`src/rtl/ex_stage_if.sv`:
```
// ex_stage_if: ID/EX inputs, MEM/WB forwarding source and EX/MEM outputs of the execute stage
interface ex_stage_if;
  logic        reg_dst_idex, reg_write_idex, alu_src_idex;
  logic        mem_read_idex, mem_write_idex, mem_to_reg_idex;
  logic [2:0]  alu_op_idex;
  logic [5:0]  func_idex;
  logic [31:0] signextend_idex, rs_data_idex, rt_data_idex;
  logic [4:0]  rs_idex, rt_idex, rd_idex;
  logic        reg_write_memwb;
  logic [4:0]  rd_memwb;
  logic [31:0] wb_data_memwb;
  logic        ex_stall;
  logic        reg_write_exmem, mem_read_exmem, mem_write_exmem, mem_to_reg_exmem;
  logic [31:0] alu_result_exmem, store_data_exmem;
  logic [4:0]  rd_exmem;
  modport master (
    output reg_dst_idex, reg_write_idex, alu_src_idex, mem_read_idex, mem_write_idex,
           mem_to_reg_idex, alu_op_idex, func_idex, signextend_idex, rs_data_idex,
           rt_data_idex, rs_idex, rt_idex, rd_idex, reg_write_memwb, rd_memwb, wb_data_memwb,
    input  ex_stall, reg_write_exmem, mem_read_exmem, mem_write_exmem, mem_to_reg_exmem,
           alu_result_exmem, store_data_exmem, rd_exmem
  );
  modport slave (
    input  reg_dst_idex, reg_write_idex, alu_src_idex, mem_read_idex, mem_write_idex,
           mem_to_reg_idex, alu_op_idex, func_idex, signextend_idex, rs_data_idex,
           rt_data_idex, rs_idex, rt_idex, rd_idex, reg_write_memwb, rd_memwb, wb_data_memwb,
    output ex_stall, reg_write_exmem, mem_read_exmem, mem_write_exmem, mem_to_reg_exmem,
           alu_result_exmem, store_data_exmem, rd_exmem
  );
endinterface

```
`src/rtl/ex_stage.sv`:
```
// ex_stage: MIPS execute stage with forwarding, ALU, 32-cycle shift-add multiplier, HI/LO and EX/MEM register
module ex_stage (
  input logic       clk,
  input logic       rst,
  ex_stage_if.slave bus
);
  typedef enum logic [1:0] {IDLE, BUSY, DONE} state_t;
  state_t      state_q, state_d;
  logic [4:0]  count_q, count_d;
  logic [64:0] prod_q, prod_d;
  logic [31:0] mcand_q, mcand_d, hi_q, hi_d, lo_q, lo_d;
  logic        neg_q, neg_d;
  logic        reg_write_q, reg_write_d, mem_read_q, mem_read_d;
  logic        mem_write_q, mem_write_d, mem_to_reg_q, mem_to_reg_d;
  logic [31:0] result_q, result_d, store_q, store_d;
  logic [4:0]  rd_q, rd_d;
  logic        ex_ok, fwd_ex_a, fwd_ex_b, fwd_wb_a, fwd_wb_b, is_mult, sgn, stall;
  logic [31:0] a, b, op_b, r_res, alu_res;
  logic [32:0] upper;
  logic [4:0]  shamt;
  // a load in EX/MEM has no value yet; the hazard unit stalls that case
  assign ex_ok    = reg_write_q && !mem_read_q && rd_q != 5'd0;
  assign fwd_ex_a = ex_ok && rd_q == bus.rs_idex;
  assign fwd_ex_b = ex_ok && rd_q == bus.rt_idex;
  assign fwd_wb_a = bus.reg_write_memwb && bus.rd_memwb != 5'd0 && bus.rd_memwb == bus.rs_idex;
  assign fwd_wb_b = bus.reg_write_memwb && bus.rd_memwb != 5'd0 && bus.rd_memwb == bus.rt_idex;
  assign a     = fwd_ex_a ? result_q : fwd_wb_a ? bus.wb_data_memwb : bus.rs_data_idex;
  assign b     = fwd_ex_b ? result_q : fwd_wb_b ? bus.wb_data_memwb : bus.rt_data_idex;
  assign op_b  = bus.alu_src_idex ? bus.signextend_idex : b;
  assign shamt = bus.signextend_idex[10:6];
  assign is_mult = bus.alu_op_idex == 3'b010 && bus.func_idex[5:1] == 5'b01100;
  assign sgn     = !bus.func_idex[0];
  assign stall   = is_mult && state_q != DONE && !rst;
  assign upper   = prod_q[64:32] + (prod_q[0] ? {1'b0, mcand_q} : 33'd0);
  always_comb begin
    r_res = bus.func_idex == 6'b100000 ? a + op_b :
            bus.func_idex == 6'b100010 ? a - op_b :
            bus.func_idex == 6'b100100 ? a & op_b :
            bus.func_idex == 6'b100101 ? a | op_b :
            bus.func_idex == 6'b100110 ? a ^ op_b :
            bus.func_idex == 6'b100111 ? ~(a | op_b) :
            bus.func_idex == 6'b101010 ? {31'd0, $signed(a) < $signed(op_b)} :
            bus.func_idex == 6'b000000 ? b << shamt :
            bus.func_idex == 6'b000010 ? b >> shamt :
            bus.func_idex == 6'b010000 ? hi_q :
            bus.func_idex == 6'b010010 ? lo_q : 32'd0;
    alu_res = bus.alu_op_idex == 3'b000 ? a + op_b :
              bus.alu_op_idex == 3'b001 ? a - op_b :
              bus.alu_op_idex == 3'b010 ? r_res :
              bus.alu_op_idex == 3'b011 ? a & op_b :
              bus.alu_op_idex == 3'b100 ? a | op_b :
              bus.alu_op_idex == 3'b101 ? {31'd0, $signed(a) < $signed(op_b)} : 32'd0;
  end
  always_comb begin
    state_d = state_q;
    count_d = count_q;
    prod_d  = prod_q;
    mcand_d = mcand_q;
    neg_d   = neg_q;
    hi_d    = hi_q;
    lo_d    = lo_q;
    case (state_q)
      IDLE: if (is_mult) begin
        mcand_d = sgn && a[31] ? -a : a;
        prod_d  = {33'd0, sgn && b[31] ? -b : b};
        neg_d   = sgn && (a[31] ^ b[31]);
        count_d = 5'd0;
        state_d = BUSY;
      end
      BUSY: begin
        prod_d  = {1'b0, upper, prod_q[31:1]};
        count_d = count_q + 5'd1;
        state_d = count_q == 5'd31 ? DONE : BUSY;
      end
      DONE: begin
        {hi_d, lo_d} = neg_q ? -prod_q[63:0] : prod_q[63:0];
        state_d = IDLE;
      end
      default: state_d = IDLE;
    endcase
  end
  always_comb begin
    reg_write_d  = stall || state_q == DONE ? 1'b0 : bus.reg_write_idex;
    mem_read_d   = stall ? 1'b0 : bus.mem_read_idex;
    mem_write_d  = stall ? 1'b0 : bus.mem_write_idex;
    mem_to_reg_d = stall ? 1'b0 : bus.mem_to_reg_idex;
    result_d     = stall || state_q == DONE ? 32'd0 : alu_res;
    store_d      = stall ? 32'd0 : b;
    rd_d         = stall ? 5'd0 : bus.reg_dst_idex ? bus.rd_idex : bus.rt_idex;
  end
  always_ff @(posedge clk or posedge rst) begin
    if (rst) begin
      state_q <= IDLE;
      count_q <= '0;
      prod_q <= '0;
      mcand_q <= '0;
      neg_q <= 1'b0;
      hi_q <= '0;
      lo_q <= '0;
      reg_write_q <= 1'b0;
      mem_read_q <= 1'b0;
      mem_write_q <= 1'b0;
      mem_to_reg_q <= 1'b0;
      result_q <= '0;
      store_q <= '0;
      rd_q <= '0;
    end else begin
      state_q <= state_d;
      count_q <= count_d;
      prod_q <= prod_d;
      mcand_q <= mcand_d;
      neg_q <= neg_d;
      hi_q <= hi_d;
      lo_q <= lo_d;
      reg_write_q <= reg_write_d;
      mem_read_q <= mem_read_d;
      mem_write_q <= mem_write_d;
      mem_to_reg_q <= mem_to_reg_d;
      result_q <= result_d;
      store_q <= store_d;
      rd_q <= rd_d;
    end
  end
  assign bus.ex_stall         = stall;
  assign bus.reg_write_exmem  = reg_write_q;
  assign bus.mem_read_exmem   = mem_read_q;
  assign bus.mem_write_exmem  = mem_write_q;
  assign bus.mem_to_reg_exmem = mem_to_reg_q;
  assign bus.alu_result_exmem = result_q;
  assign bus.store_data_exmem = store_q;
  assign bus.rd_exmem         = rd_q;
endmodule

```
`src/flat_wrapper.sv`:
```
// flat-port wrapper written by rule: the top's interface ports become plain ports
module ex_stage_flat 
  (clk, rst, bus_reg_dst_idex, bus_reg_write_idex, bus_alu_src_idex, bus_mem_read_idex, bus_mem_write_idex, bus_mem_to_reg_idex, bus_alu_op_idex, bus_func_idex, bus_signextend_idex, bus_rs_data_idex, bus_rt_data_idex, bus_rs_idex, bus_rt_idex, bus_rd_idex, bus_reg_write_memwb, bus_rd_memwb, bus_wb_data_memwb, bus_ex_stall, bus_reg_write_exmem, bus_mem_read_exmem, bus_mem_write_exmem, bus_mem_to_reg_exmem, bus_alu_result_exmem, bus_store_data_exmem, bus_rd_exmem);
  ex_stage_if bus_i ();
  input logic clk;
  input logic rst;
  input wire logic [$bits(bus_i.reg_dst_idex)-1:0] bus_reg_dst_idex;
  input wire logic [$bits(bus_i.reg_write_idex)-1:0] bus_reg_write_idex;
  input wire logic [$bits(bus_i.alu_src_idex)-1:0] bus_alu_src_idex;
  input wire logic [$bits(bus_i.mem_read_idex)-1:0] bus_mem_read_idex;
  input wire logic [$bits(bus_i.mem_write_idex)-1:0] bus_mem_write_idex;
  input wire logic [$bits(bus_i.mem_to_reg_idex)-1:0] bus_mem_to_reg_idex;
  input wire logic [$bits(bus_i.alu_op_idex)-1:0] bus_alu_op_idex;
  input wire logic [$bits(bus_i.func_idex)-1:0] bus_func_idex;
  input wire logic [$bits(bus_i.signextend_idex)-1:0] bus_signextend_idex;
  input wire logic [$bits(bus_i.rs_data_idex)-1:0] bus_rs_data_idex;
  input wire logic [$bits(bus_i.rt_data_idex)-1:0] bus_rt_data_idex;
  input wire logic [$bits(bus_i.rs_idex)-1:0] bus_rs_idex;
  input wire logic [$bits(bus_i.rt_idex)-1:0] bus_rt_idex;
  input wire logic [$bits(bus_i.rd_idex)-1:0] bus_rd_idex;
  input wire logic [$bits(bus_i.reg_write_memwb)-1:0] bus_reg_write_memwb;
  input wire logic [$bits(bus_i.rd_memwb)-1:0] bus_rd_memwb;
  input wire logic [$bits(bus_i.wb_data_memwb)-1:0] bus_wb_data_memwb;
  output wire logic [$bits(bus_i.ex_stall)-1:0] bus_ex_stall;
  output wire logic [$bits(bus_i.reg_write_exmem)-1:0] bus_reg_write_exmem;
  output wire logic [$bits(bus_i.mem_read_exmem)-1:0] bus_mem_read_exmem;
  output wire logic [$bits(bus_i.mem_write_exmem)-1:0] bus_mem_write_exmem;
  output wire logic [$bits(bus_i.mem_to_reg_exmem)-1:0] bus_mem_to_reg_exmem;
  output wire logic [$bits(bus_i.alu_result_exmem)-1:0] bus_alu_result_exmem;
  output wire logic [$bits(bus_i.store_data_exmem)-1:0] bus_store_data_exmem;
  output wire logic [$bits(bus_i.rd_exmem)-1:0] bus_rd_exmem;
  assign bus_i.reg_dst_idex = bus_reg_dst_idex;
  assign bus_i.reg_write_idex = bus_reg_write_idex;
  assign bus_i.alu_src_idex = bus_alu_src_idex;
  assign bus_i.mem_read_idex = bus_mem_read_idex;
  assign bus_i.mem_write_idex = bus_mem_write_idex;
  assign bus_i.mem_to_reg_idex = bus_mem_to_reg_idex;
  assign bus_i.alu_op_idex = bus_alu_op_idex;
  assign bus_i.func_idex = bus_func_idex;
  assign bus_i.signextend_idex = bus_signextend_idex;
  assign bus_i.rs_data_idex = bus_rs_data_idex;
  assign bus_i.rt_data_idex = bus_rt_data_idex;
  assign bus_i.rs_idex = bus_rs_idex;
  assign bus_i.rt_idex = bus_rt_idex;
  assign bus_i.rd_idex = bus_rd_idex;
  assign bus_i.reg_write_memwb = bus_reg_write_memwb;
  assign bus_i.rd_memwb = bus_rd_memwb;
  assign bus_i.wb_data_memwb = bus_wb_data_memwb;
  assign bus_ex_stall = bus_i.ex_stall;
  assign bus_reg_write_exmem = bus_i.reg_write_exmem;
  assign bus_mem_read_exmem = bus_i.mem_read_exmem;
  assign bus_mem_write_exmem = bus_i.mem_write_exmem;
  assign bus_mem_to_reg_exmem = bus_i.mem_to_reg_exmem;
  assign bus_alu_result_exmem = bus_i.alu_result_exmem;
  assign bus_store_data_exmem = bus_i.store_data_exmem;
  assign bus_rd_exmem = bus_i.rd_exmem;
  ex_stage u_core (.clk(clk), .rst(rst), .bus(bus_i));
endmodule
```
`config.mk`:
```
export PLATFORM = sky130hd
export DESIGN_NAME = ex_stage_flat
export DESIGN_NICKNAME = d
export VERILOG_FILES = /design/src/rtl/ex_stage_if.sv /design/src/rtl/ex_stage.sv /design/src/flat_wrapper.sv
export SDC_FILE = /design/constraint.sdc
export NUM_CORES = 1
export LEC_CHECK = 0
export CAP_MARGIN = 40
export CORE_MARGIN = 2
export CORE_UTILIZATION = 38
export DETAILED_ROUTE_END_ITERATION = 10
export GPL_TIMING_DRIVEN = 0
export PLACE_DENSITY = 0.59
export SLEW_MARGIN = 20
export SYNTH_ARGS = -nofsm -noshare
export SYNTH_HDL_FRONTEND = slang
export SYNTH_SLANG_ARGS = --single-unit
```
`constraint.sdc`:
```
create_clock -name clk -period 16.8 [get_ports clk]
set_clock_uncertainty 0.05 [all_clocks]
set_input_delay 5.04 -clock clk [delete_from_list [all_inputs] [get_ports clk]]
set_output_delay 5.04 -clock clk [all_outputs]
set_load 0.01 [all_outputs]
```
==> Word-level counts from Yosys, hierarchy flattened <==
Cells that the tools add are included.
W data, S select, Z words.
{ "word_totals": {"regBits": 242, "in_bits": 166, "output_inout_bits": 74, "elab_cells": 120} }
{ "classes": {"add_sub_neg": 7, "magnitude_cmp": 1, "n_eq_ne": 25, "shift": 2, "muxes": 41, "bitwise": 5, "n_reduce_logical": 25} }
{ "ops": {"columns": ["operator", "count"], "rows": [
  ["$mux W32", 26],
  ["$pmux W65 S2", 1],
  ["$mux W65", 1],
  ["$mux W64", 1],
  ["$neg A32 Y32", 2],
  ["$neg A64 Y64", 1],
  ["$eq A6 B6 Y1 const B", 7],
  ["$add A33 B33 Y33", 1],
  ["$add A32 B32 Y32", 1],
  ["$and A32 B32 Y32", 1],
  ["$lt A32 B32 Y1", 1],
  ["$not A32 Y32", 1],
  ["$or A32 B32 Y32", 1],
  ["$shl A32 B5 Y32", 1],
  ["$shr A32 B5 Y32", 1],
  ["$sub A32 B32 Y32", 1],
  ["$xor A32 B32 Y32", 1],
  ["$eq A5 B5 Y1", 4],
  ["$mux W5", 3],
  ["$logic_and A1 B1 Y1", 13],
  ["$eq A6 B5 Y1 const B", 2],
  ["$pmux W5 S2", 1],
  ["$reduce_bool A5 Y1", 2],
  ["$eq A3 B2 Y1 const B", 2],
  ["21 further kinds", 30]
]} }

==> Longest topological paths before layout <==
{ "depth": {"word_depth": 19, "mapped_depth": 25, "ltp_nobuf": 21} }

==> Worst setup path before layout <==
No wires, ideal clock.
{ "synth_path": {"path_type": "in2reg", "start": "input rst", "end": "register u_core.result_q[2] (netlist: u_core.bus.alu_result_exmem[2])", "setup_time_ns": 0.131, "t_arrival_ns": 11.819, "required_ns": 16.619, "slack_ns": 4.800, "stages": 5, "path_buffers": 0, "path_cell_list": "inv_1 -> a21oi_1 -> o2111ai_1 -> a2111oi_0 -> or3_1"} }
{ "synth_via": {"elab_chain_len": 4} }
{ "synth_lines": {"columns": ["element", "line_no", "source"], "rows": [
  ["start: declaration", "flat_wrapper.sv:6", "input logic rst;"],
  ["$logic_not A1 Y1", "ex_stage.sv:33", "assign stall = is_mult && state_q != DONE && !rst;"],
  ["$logic_and A1 B1 Y1", "ex_stage.sv:33", null],
  ["$logic_or A1 B1 Y1", "ex_stage.sv:87", "result_d = stall || state_q == DONE ? 32'd0 : alu_res;"],
  ["$mux W32", "ex_stage.sv:87", null],
  ["via u_core.result_d[2]", "ex_stage.sv:15", "logic [31:0] result_q, result_d, store_q, store_d;"],
  ["end signal: assignment", "ex_stage.sv:119", "result_q <= result_d;"],
  ["end: declaration", "ex_stage.sv:15", null]
]} }
The timed path passes the listed nets, and every way through them passes these cells.
A chain may end at the register's enable or synchronous reset.

==> Worst setup path after layout <==
{ "layout_path": {"start": "input bus_alu_op_idex[2]", "end": "output bus_ex_stall"} }
{ "layout_via": {"elab_chain_len": 4} }
{ "layout_lines": {"columns": ["element", "line_no", "source"], "rows": [
  ["start: declaration", "flat_wrapper.sv:13", "input wire logic [$bits(bus_i.alu_op_idex)-1:0] bus_alu_op_idex;"],
  ["$eq A3 B2 Y1", "ex_stage.sv:31", "assign is_mult = bus.alu_op_idex == 3'b010 && bus.func_idex[5:1] == 5'b01100;"],
  ["$logic_and A1 B1 Y1", "ex_stage.sv:31", null],
  ["$logic_and A1 B1 Y1 (2 in a row)", "ex_stage.sv:33", null],
  ["end: declaration", "flat_wrapper.sv:24", "output wire logic [$bits(bus_i.ex_stall)-1:0] bus_ex_stall;"]
]} }
No other way between the ends.

==> flow_summary.json <==
{
  "status": "finished clean",
  "netlist.area_leader.share_pct": 23.1,
  "p_leak_nw": 12.5,
  "drive_gt1_share_pct": 8.27,
  "htree_levels": 1,
  "worstPathMaxFanout": 10,
  "syn-num-nets": 3699,
  "rsz0062_at_grt": "no",
  "synth.avg_cell_area_um2": 7.70,
  "relSlewSlack_pct": 30.2,
  "fin_crit_sh_pct": 85.0,
  "grt_pass1_vias": 28800,
  "yosys.area.top_type": "dfrtp_1",
  "core-area_um2": 68300,
  "die_width_um": 266,
  "rows": 96,
  "ys.flop_type": "dfrtp_1",
  "cap_violations": 0,
  "synth.area.top_cells": "dfrtp_1, o21ai_0, ha_1, nand2_1, xnor2_1",
  "yosysSeqAreaShare_pct": 23.1,
  "syn-cell-area_um2": 26200,
  "die-height_um": 266,
  "vias_per_cell": 6.78,
  "postCtsSetupRepairBufs": 0,
  "ant_nets": 0,
  "clk_pin_slew_worst_paths_ps": 60,
  "post-route-cell-area_um2": 31300,
  "p_switching_mw": 1.15,
  "yosys_warnings": 0,
  "top_level_ports": 240,
  "drt_iter0_markers": 4624,
  "firstDrtPassIters": 10,
  "antenna_found_initial": 14,
  "hold_viol": 0,
  "grt_use_total_pct": 46.5,
  "powerDensity_nw_per_um2": 82.5,
  "drt-total-wl_um": 170000,
  "synth-edff-count": 0,
  "postCtsHoldBufs": 0,
  "grt_overflow": 0,
  "place.gp.congestion": 1.08,
  "grt_pass1_wl_um": 232000,
  "min_period_ps": 14280,
  "clkPwrFrac_pct": 26.7,
  "cts_root_buffer": "clkbuf_16",
  "cts_resized": 0,
  "max_freq_mhz": 70.0,
  "route.vias.total": 31400,
  "ys_ff_latch": 241,
  "drt-wirelength-per-cell_um": 36.7,
  "worst_pin_slew_ps": 1040,
  "path_class": "input pin to output pin",
  "clk_latency_ps": 640,
  "place_hpwl_um": 137000,
  "area_growth_pct": 19.7,
  "initial_core_util_pct": 38.3,
  "cts_made_buffers": 30,
  "p_seq_share_pct": 30.8,
  "netlist_instances": 3397,
  "fillers": 7007,
  "required_ps": 11710,
  "clk_path_buf_depth": 3,
  "p_int_mw": 1.43,
  "end_kind": "output pin",
  "dieArea_um2": 71000,
  "hold_ws_ps": 428,
  "start_kind": "input pin",
  "drc_errors": 0,
  "synth_cell_type_count": 102,
  "hold_class": "register to register",
  "grt_max_degree": 106,
  "tritoncts": "yes",
  "slew_viol_final": 0,
  "p_comb_share_pct": 42.4,
  "cts.sinks": 241,
  "async_reset_ff_share_pct": 100,
  "swShare_pct": 44.5,
  "place_area_um2": 30100,
  "io_buffers": 230,
  "layout.nets": 4028,
  "setup_viol": 0,
  "ir_drop_uv": 95.2,
  "critical_path_arrival_ps": 9190
}
-- worst paths after layout --
kind | from | to | slack (ps) | cells past startpoint
worst max-delay path | bus_alu_op_idex[2] | bus_ex_stall | 2520 | 9
worst min-delay path | u_core.mcand_q[0] | u_core.mcand_q[0] | 430 | 2
worst max register to register | u_core.bus.rd_exmem[0] | u_core.bus.alu_result_exmem[30] | 7790 | 23
worst min register to register | u_core.mcand_q[0] | u_core.mcand_q[0] | 430 | 2
max in group asynchronous | rst | u_core.mcand_q[14] | 10780 | 3
min in group asynchronous | rst | u_core.prod_q[10] | 5010 | 2
-- cell usage in the layout, fill, tap and decap left out, types with 83 or more instances in the layout --
master           count
o21ai_0            404
nand2_1            373
dfrtp_1            241
clkdlybuf4s50_1    230
a21oi_1            223
clkbuf_1           205
nor2_1             202
xnor2_1            141
ha_1               133
inv_1              126
mux2i_1            104
nor3_1              93
xor2_1              83
-- state kept, by name, indices dropped and copies added, names as in the netlist, 2 cells and up --
| name | cells |
|---|---|
| u_core.bus.store_data_exmem | 32 |
| u_core.count_q | 5 |
| u_core.bus.rd_exmem | 5 |
| u_core.state_q | 2 |
| u_core.mcand_q | 32 |
| u_core.hi_q | 32 |
| u_core.lo_q | 32 |
| u_core.bus.alu_result_exmem | 32 |
| u_core.prod_q | 64 |
-- per-layer routing --
layer	track usage [%]	wire length, µm	up-vias
li1	-	-	13300
met1	59.3	66300	15300
met2	67.8	69500	2307
met3	14.5	21000	549
met4	29.3	13500	8
met5	0	49	-
-- cell usage after synthesis, drive strengths merged (12+ instances only) --
cell and count:
clkbuf 210, a22o 12, or2 15, a21o 29
mux4 36, o22ai 50, mux2i 104, a211oi 45
nor2b 17, o21a 23, a221oi 40, ha 133
buf 41, o41ai 20, nor3 93, and3 19
nand2 373, nand2b 26, or3 23, xnor2 141
and2 45, inv 128, nor4 38, xor2 83
nand4 31, o211ai 23, a22oi 49, a221o 13
a31o 51, a31oi 69, nand3 74, dfrtp 241
o21ai 427, a2111oi 15, nor2 204, o31ai 44
a311oi 15, o221ai 18, o21bai 19, a21oi 225
or4 17
-- stage by stage --
stage               setup WS [ps]  cells  utilization [%]  setup TNS [ps]  total power, mW
global route                 2490   4632             45.8               0             2.65
CTS                          2660   4614             45.6               0             2.52
detailed placement           2670   4558             44.1               0             1.83
floorplan                    4800   3397                -               0             1.34
finish                       2520   4638             45.8               0             2.58
global placement            -1760   4509             43.3          -17730             1.82
-- final cells by class --
cell class / instances / area [µm²] / area share, %
Antenna cell: 6 / 15.0 / 0.0480
Buffer: 252 / 1100 / 3.53
Clock buffer: 43 / 870 / 2.78
Clock inverter: 13 / 156 / 0.500
Inverter: 134 / 510 / 1.63
Multi-Input combinational cell: 2770 / 18700 / 59.6
Sequential cell: 241 / 6030 / 19.3
Tap cell: 882 / 1100 / 3.52
Timing Repair Buffer: 297 / 2870 / 9.16
-- critical path, stage by stage --
cell             delay, ps
clkdlybuf4s50_1        480
nand2b_1               180
clkbuf_1               340
nor2_1                 460
buf_4                  260
nand4_1                540
nor3_1                 820
clkbuf_1               430
clkdlybuf4s50_1        620
-- logic make-up (layout without fill, tap and decap cells) --
kind of cell	count (synthesis)	count (layout)	share of synthesized area, %
buffers and inverters	386	739	6.15
AO/OA/AOI/OAI	1264	1264	31.1
adder cells (fa/ha/maj)	136	136	6.59
flip-flops	241	241	23.1
multiplexers	150	150	7.51
XOR/XNOR	224	224	7.50
AND/OR/NAND/NOR	996	996	18.1
other	0	6	0
-- power by group through the flow --
stage	clock [mW]	combinational, mW	sequential, mW
after detailed placement	0	1.03	0.797
final	0.691	1.10	0.796
after floorplan	0	0.592	0.752
after global routing	0.710	1.14	0.802
after global placement	0	1.02	0.797
after CTS	0.691	1.04	0.788
(Power assumes the default switching activity.)
